<file path="src/rtl/imem_pkg.sv">
// imem_pkg: loader state encoding and instruction memory geometry, shared with the imem.
package imem_pkg;
    localparam int IMEM_DEPTH  = 64;
    localparam int IMEM_ADDR_W = 6;
    typedef enum logic [2:0] {
        S_IDLE,
        S_LEN,
        S_BYTES,
        S_WRITE,
        S_DONE,
        S_ERR
    } state_t;
endpackage

</file>
<file path="src/rtl/word_assembler.sv">
// word_assembler: packs four little-endian bytes into a 32-bit word.
module word_assembler (
    input  logic        clk,
    input  logic        rst,
    input  logic        clear,
    input  logic        load,
    input  logic [7:0]  din,
    output logic [31:0] word,
    output logic        word_full
);
    logic [1:0]  idx_q, idx_d;
    logic [31:0] word_q, word_d;
    // Shifting right puts the first byte at [7:0] once four bytes are in.
    always_comb begin
        idx_d     = clear ? 2'd0 : load ? idx_q + 2'd1 : idx_q;
        word_d    = clear ? 32'd0 : load ? {din, word_q[31:8]} : word_q;
        word_full = load && idx_q == 2'd3;
    end
    always_ff @(posedge clk or posedge rst) begin
        if (rst) begin
            idx_q  <= 2'd0;
            word_q <= 32'd0;
        end else begin
            idx_q  <= idx_d;
            word_q <= word_d;
        end
    end
    assign word = word_q;
endmodule

</file>
<file path="src/rtl/imem_loader.sv">
// imem_loader: fills instruction memory from a length-prefixed byte stream,
// holding the core in reset while the load is in progress.
module imem_loader
    import imem_pkg::*;
#(
    parameter int ADDR_W = IMEM_ADDR_W,
    parameter int DEPTH  = IMEM_DEPTH
) (
    input  logic              clk,
    input  logic              rst,
    input  logic              start,
    input  logic              byte_valid,
    input  logic [7:0]        byte_data,
    output logic              byte_ready,
    output logic              wr_en,
    output logic [ADDR_W-1:0] wr_addr,
    output logic [31:0]       wr_data,
    output logic              cpu_hold,
    output logic              done,
    output logic              error,
    output logic [ADDR_W:0]   word_count
);
    localparam logic [7:0] DEPTH_B = 8'(DEPTH);
    state_t            state_q, state_d;
    logic [ADDR_W:0]   n_q, n_d, cnt_q, cnt_d;
    logic              byte_ready_q, wr_en_q, cpu_hold_q, done_q, error_q;
    logic              xfer, asm_clear, asm_load, word_full;
    always_comb begin
        state_d   = state_q;
        n_d       = n_q;
        cnt_d     = cnt_q;
        asm_clear = 1'b0;
        asm_load  = 1'b0;
        xfer      = byte_valid && byte_ready_q;
        case (state_q)
            S_IDLE, S_DONE, S_ERR: begin
                state_d   = start ? S_LEN : state_q;
                asm_clear = start;
            end
            S_LEN: if (xfer) begin
                if (byte_data != 8'd0 && byte_data <= DEPTH_B) begin
                    state_d = S_BYTES;
                    n_d     = byte_data[ADDR_W:0];
                    cnt_d   = '0;
                end else begin
                    state_d = S_ERR;
                end
            end
            S_BYTES: begin
                asm_load = xfer;
                state_d  = word_full ? S_WRITE : S_BYTES;
            end
            S_WRITE: begin
                cnt_d   = cnt_q + 1'b1;
                state_d = (cnt_d == n_q) ? S_DONE : S_BYTES;
            end
            default: state_d = S_IDLE;
        endcase
    end
    // Outputs are decoded from the next state so they line up with state_q.
    always_ff @(posedge clk or posedge rst) begin
        if (rst) begin
            state_q      <= S_IDLE;
            n_q          <= '0;
            cnt_q        <= '0;
            byte_ready_q <= 1'b0;
            wr_en_q      <= 1'b0;
            cpu_hold_q   <= 1'b0;
            done_q       <= 1'b0;
            error_q      <= 1'b0;
        end else begin
            state_q      <= state_d;
            n_q          <= n_d;
            cnt_q        <= cnt_d;
            byte_ready_q <= state_d == S_LEN || state_d == S_BYTES;
            wr_en_q      <= state_d == S_WRITE;
            cpu_hold_q   <= state_d == S_LEN || state_d == S_BYTES || state_d == S_WRITE;
            done_q       <= state_d == S_DONE;
            error_q      <= state_d == S_ERR;
        end
    end
    word_assembler u_asm (
        .clk       (clk),
        .rst       (rst),
        .clear     (asm_clear),
        .load      (asm_load),
        .din       (byte_data),
        .word      (wr_data),
        .word_full (word_full)
    );
    assign byte_ready = byte_ready_q;
    assign wr_en      = wr_en_q;
    assign wr_addr    = cnt_q[ADDR_W-1:0];
    assign cpu_hold   = cpu_hold_q;
    assign done       = done_q;
    assign error      = error_q;
    assign word_count = cnt_q;
endmodule

</file>
<file path="config.mk">
export PLATFORM = sky130hd
export DESIGN_NAME = imem_loader
export DESIGN_NICKNAME = d
export VERILOG_FILES = /design/src/rtl/imem_pkg.sv /design/src/rtl/word_assembler.sv /design/src/rtl/imem_loader.sv
export SDC_FILE = /design/constraint.sdc
export NUM_CORES = 1
export LEC_CHECK = 0
export BUFFER_PORTS_ARGS = -buffer_cell sky130_fd_sc_hd__buf_2
export CORE_ASPECT_RATIO = 1.4
export CORE_MARGIN = 2
export CORE_UTILIZATION = 45
export CTS_CLUSTER_SIZE = 24
export DETAILED_ROUTE_END_ITERATION = 12
export GPL_TIMING_DRIVEN = 0
export HOLD_SLACK_MARGIN = 0.15
export PLACE_DENSITY = 0.69
export SYNTH_ARGS = -nofsm -noshare
export SYNTH_HDL_FRONTEND = slang
export SYNTH_SLANG_ARGS = --single-unit
</file>
<file path="constraint.sdc">
create_clock -name clk -period 2.9 [get_ports clk]
set_input_delay 0.29 -clock clk [delete_from_list [all_inputs] [get_ports clk]]
set_output_delay 0.29 -clock clk [all_outputs]
set_load 0.01 [all_outputs]
</file>
==> results.py <==
metrics = {
    "finish": {
        "stdcell_count": 340,
        "n_antenna_cell": 0,
        "syn2layout_area_growth_pct": 20.77,
        "drive_gt1_share_pct": 36.03,
        "fin_nets": 286,
        "num-fill-cells": 498,
    },
    "placed_design": {
        "dp_cells": 332,
        "io_buffers": 61,
        "globalplace.congestion": 0.8045,
        "place_ws_ns": 0.5411,
        "hpwl_um": 3869,
    },
    "cts": {
        "clock_sinks": 56,
        "cts_buffers": 5,
        "root_buffer": "clkbuf_8",
        "cts_tree": "built",
        "clockBufferDepth": 2,
        "htreeDepth": 2,
        "clk_latency_ns": 0.31,
        "cts_resized": 0,
        "clk_pin_slew_ns": 0.10,
    },
    "grt": {
        "grt_max_degree": 44,
        "grt_overflow": 0,
        "grt_pass1_wl_um": 8556,
        "gr-usage-all-layers_pct": 18.68,
        "grt_pass1_vias": 1759,
        "antenna_found_initial": 0,
    },
    "sta": {
        "rsz0062_at_grt": "no",
        "max-slew-margin-rel_pct": 62.13,
        "finalCriticalPeriod_ns": 2.373,
        "fin_tns_setup_ns": 0,
        "whs_ns": 0.2329,
        "finalCritPeriodShare_pct": 81.81,
        "clock.fmax_ghz": 0.4215,
        "setup_viol": 0,
        "maxSlewViolCount": 0,
        "hold_viol": 0,
        "fin_skew_ns": 0.006996,
        "worst_slack_ns": 0.5275,
        "tightest_slew_ns": 0.5654,
    },
    "drt": {
        "wire_per_inst_um": 15.43,
        "ant_nets": 0,
        "routed_wl_um": 5246,
        "drt-pass1-iter-count": 4,
        "dr.first_iter.drc_count": 46,
        "num_vias": 1868,
        "vias_per_cell": 5.494,
        "route.detailed.drc": 0,
    },
    "power": {
        "vdd_drop_max_uv": 359.2,
        "leakagePower_nw": 1.586,
        "p_sw_share_pct": 35.24,
        "pwr_density_cell_nw_per_um2": 777.5,
        "comb_power_share_pct": 34.7,
        "intPower_mw": 1.512,
        "clock_power_share_pct": 19.6,
        "power_switching_mw": 0.8232,
        "seqPwrFrac_pct": 45.7,
    },
    "worst_setup_path": {
        "startpoint_type": "register",
        "path_max_fanout": 7,
        "crit_type": "reg -> reg",
        "endpoint_kind": "register",
        "crit_required_ns": 3.12,
        "arrival_ns": 2.60,
    },
    "logic_synthesis": {
        "synth_area_um2": 2487,
        "synth_cell_types": 50,
        "avgSynthCellArea_um2": 12.31,
        "synth.net_count": 216,
        "syn_inst": 202,
        "synth_edf_count": 0,
        "synth_top_flop_cell": "dfrtp_1",
        "yosysSeqAreaShare_pct": 56.34,
        "synth-async-reset-ratio_pct": 100.0,
        "yosys_warnings": 0,
        "ys_seq_elements": 56,
    },
    "floorplanning": {
        "die_area_um2": 6147,
        "io_pins": 62,
        "die_height_um": 91.97,
        "start_util_pct": 46.02,
        "num_rows": 32,
        "die_w_um": 66.84,
        "core_um2": 5405,
    },
    "outcome": {
        "outcome": "completed",
    },
    "worst_hold_path": {
        "hold_class": "in -> reg",
    },
    "run": {
        "cap_viol_max_count": 0,
    },
}
per-stage QoR:
stage | area, µm² | utilization (%) | total power, mW
3_5_place_dp | 2898 | 53.61 | 1.901
6_report | 3004 | 55.58 | 2.336
4_1_cts | 3004 | 55.58 | 2.358
3_3_place_gp | 2878 | 53.24 | 1.882
2_1_floorplan | 2487 | - | 1.650
5_1_grt | 3004 | 55.58 | 2.493
worst max-delay path, cell delays in order (launching register included):
cell and delay [ns]:
dfrtp_1 0.48, ha_1 0.30, nand3_2 0.16, or3_4 0.44, a2111oi_4 0.43, nand4_2 0.19
a221oi_2 0.28
final timing paths:
check,start,to,slack (ns),cells after the start
worst min-delay path,byte_data[2],u_asm.word[26],0.23,2
worst max-delay path,word_count[0],done,0.53,6
worst min register to register,u_asm.word[3],u_asm.word[3],0.50,1
worst max register to register,word_count[0],done,0.53,6
max in group asynchronous,rst,u_asm.word[29],1.91,4
min in group asynchronous,rst,word_count[0],0.47,3
routing by layer:
metal	share of wire [%]	vias up	track usage, %
li1	-	881	-
met1	42	923	23.40
met2	52	53	30.92
met3	3.6	11	3.067
met4	2.7	0	8.844
met5	0	-	0
cell usage in the layout (no fill, tap or decap), types with 2 or more instances in the layout:
cell and count:
xor2_1 4, mux2_2 7, a22o_1 33, buf_4 6
clkbuf_1 8, nand2_1 8, clkbuf_8 7, ha_1 2
nand2b_1 3, dfrtp_1 56, or2_2 2, nor2_1 9
nor4_1 2, o21ai_0 3, a21oi_1 2, nand3_1 9
buf_2 63, o31ai_1 2, nor3_1 4, inv_1 3
o211ai_1 2, xnor2_1 5
timing repair:
item	in CTS	in global routing
hold endpoints to repair	13	0
setup buffers	0	0
hold buffers	1	0
sequential cells by signal, indices dropped and copies added (netlist names):
name / count
byte_ready: 1
cpu_hold: 1
done: 1
error: 1
n_q: 7
state_q: 3
u_asm.idx_q: 2
u_asm.word: 32
word_count: 7
wr_en: 1
cells by family after synthesis:
logic type / after synthesis / share of synthesized area (%)
flip-flops: 56 / 56.34
AND/OR/NAND/NOR: 53 / 12.68
AO/OA/AOI/OAI: 52 / 18.16
buffers and inverters: 21 / 4.477
XOR/XNOR: 9 / 3.169
multiplexers: 9 / 4.175
adder cells (fa/ha/maj): 2 / 1.006
area by class of cell:
type	instances	area, µm²	area share (%)
repair buffers	63	335.3	11.16
flip-flops and latches	56	1401	46.65
well taps	68	85.08	2.832
multi-input cells	125	974.7	32.44
plain buffers	17	96.34	3.207
inverters	4	15.01	0.4998
clock buffers	7	96.34	3.207
synth_stat cells, types with 2 or more instances:
cell type	instances	share of area, %
o21ai_0	3	0.60
buf_4	6	1.8
inv_1	4	0.60
nand3_1	9	1.8
dfrtp_1	56	56
nand2_1	8	1.2
o211ai_1	2	0.60
or2_2	2	0.50
nor2_1	9	1.4
nand2b_1	3	0.75
o31ai_1	2	0.60
ha_1	2	1.0
buf_2	2	0.40
nor3_1	4	0.80
clkbuf_1	8	1.2
a22o_1	33	12
nor4_1	2	0.50
xnor2_1	5	1.8
mux2_2	7	3.2
a21oi_1	2	0.40
xor2_1	4	1.4
power groups by stage:
stage	registers (mW)	logic, mW	clock network, mW
floorplan	1.09	0.559	0
global placement	1.08	0.805	0
detailed placement	1.08	0.818	0
CTS	1.07	0.819	0.469
global route	1.09	0.893	0.506
finish	1.07	0.811	0.457
Power figures use the tool's default switching activity.
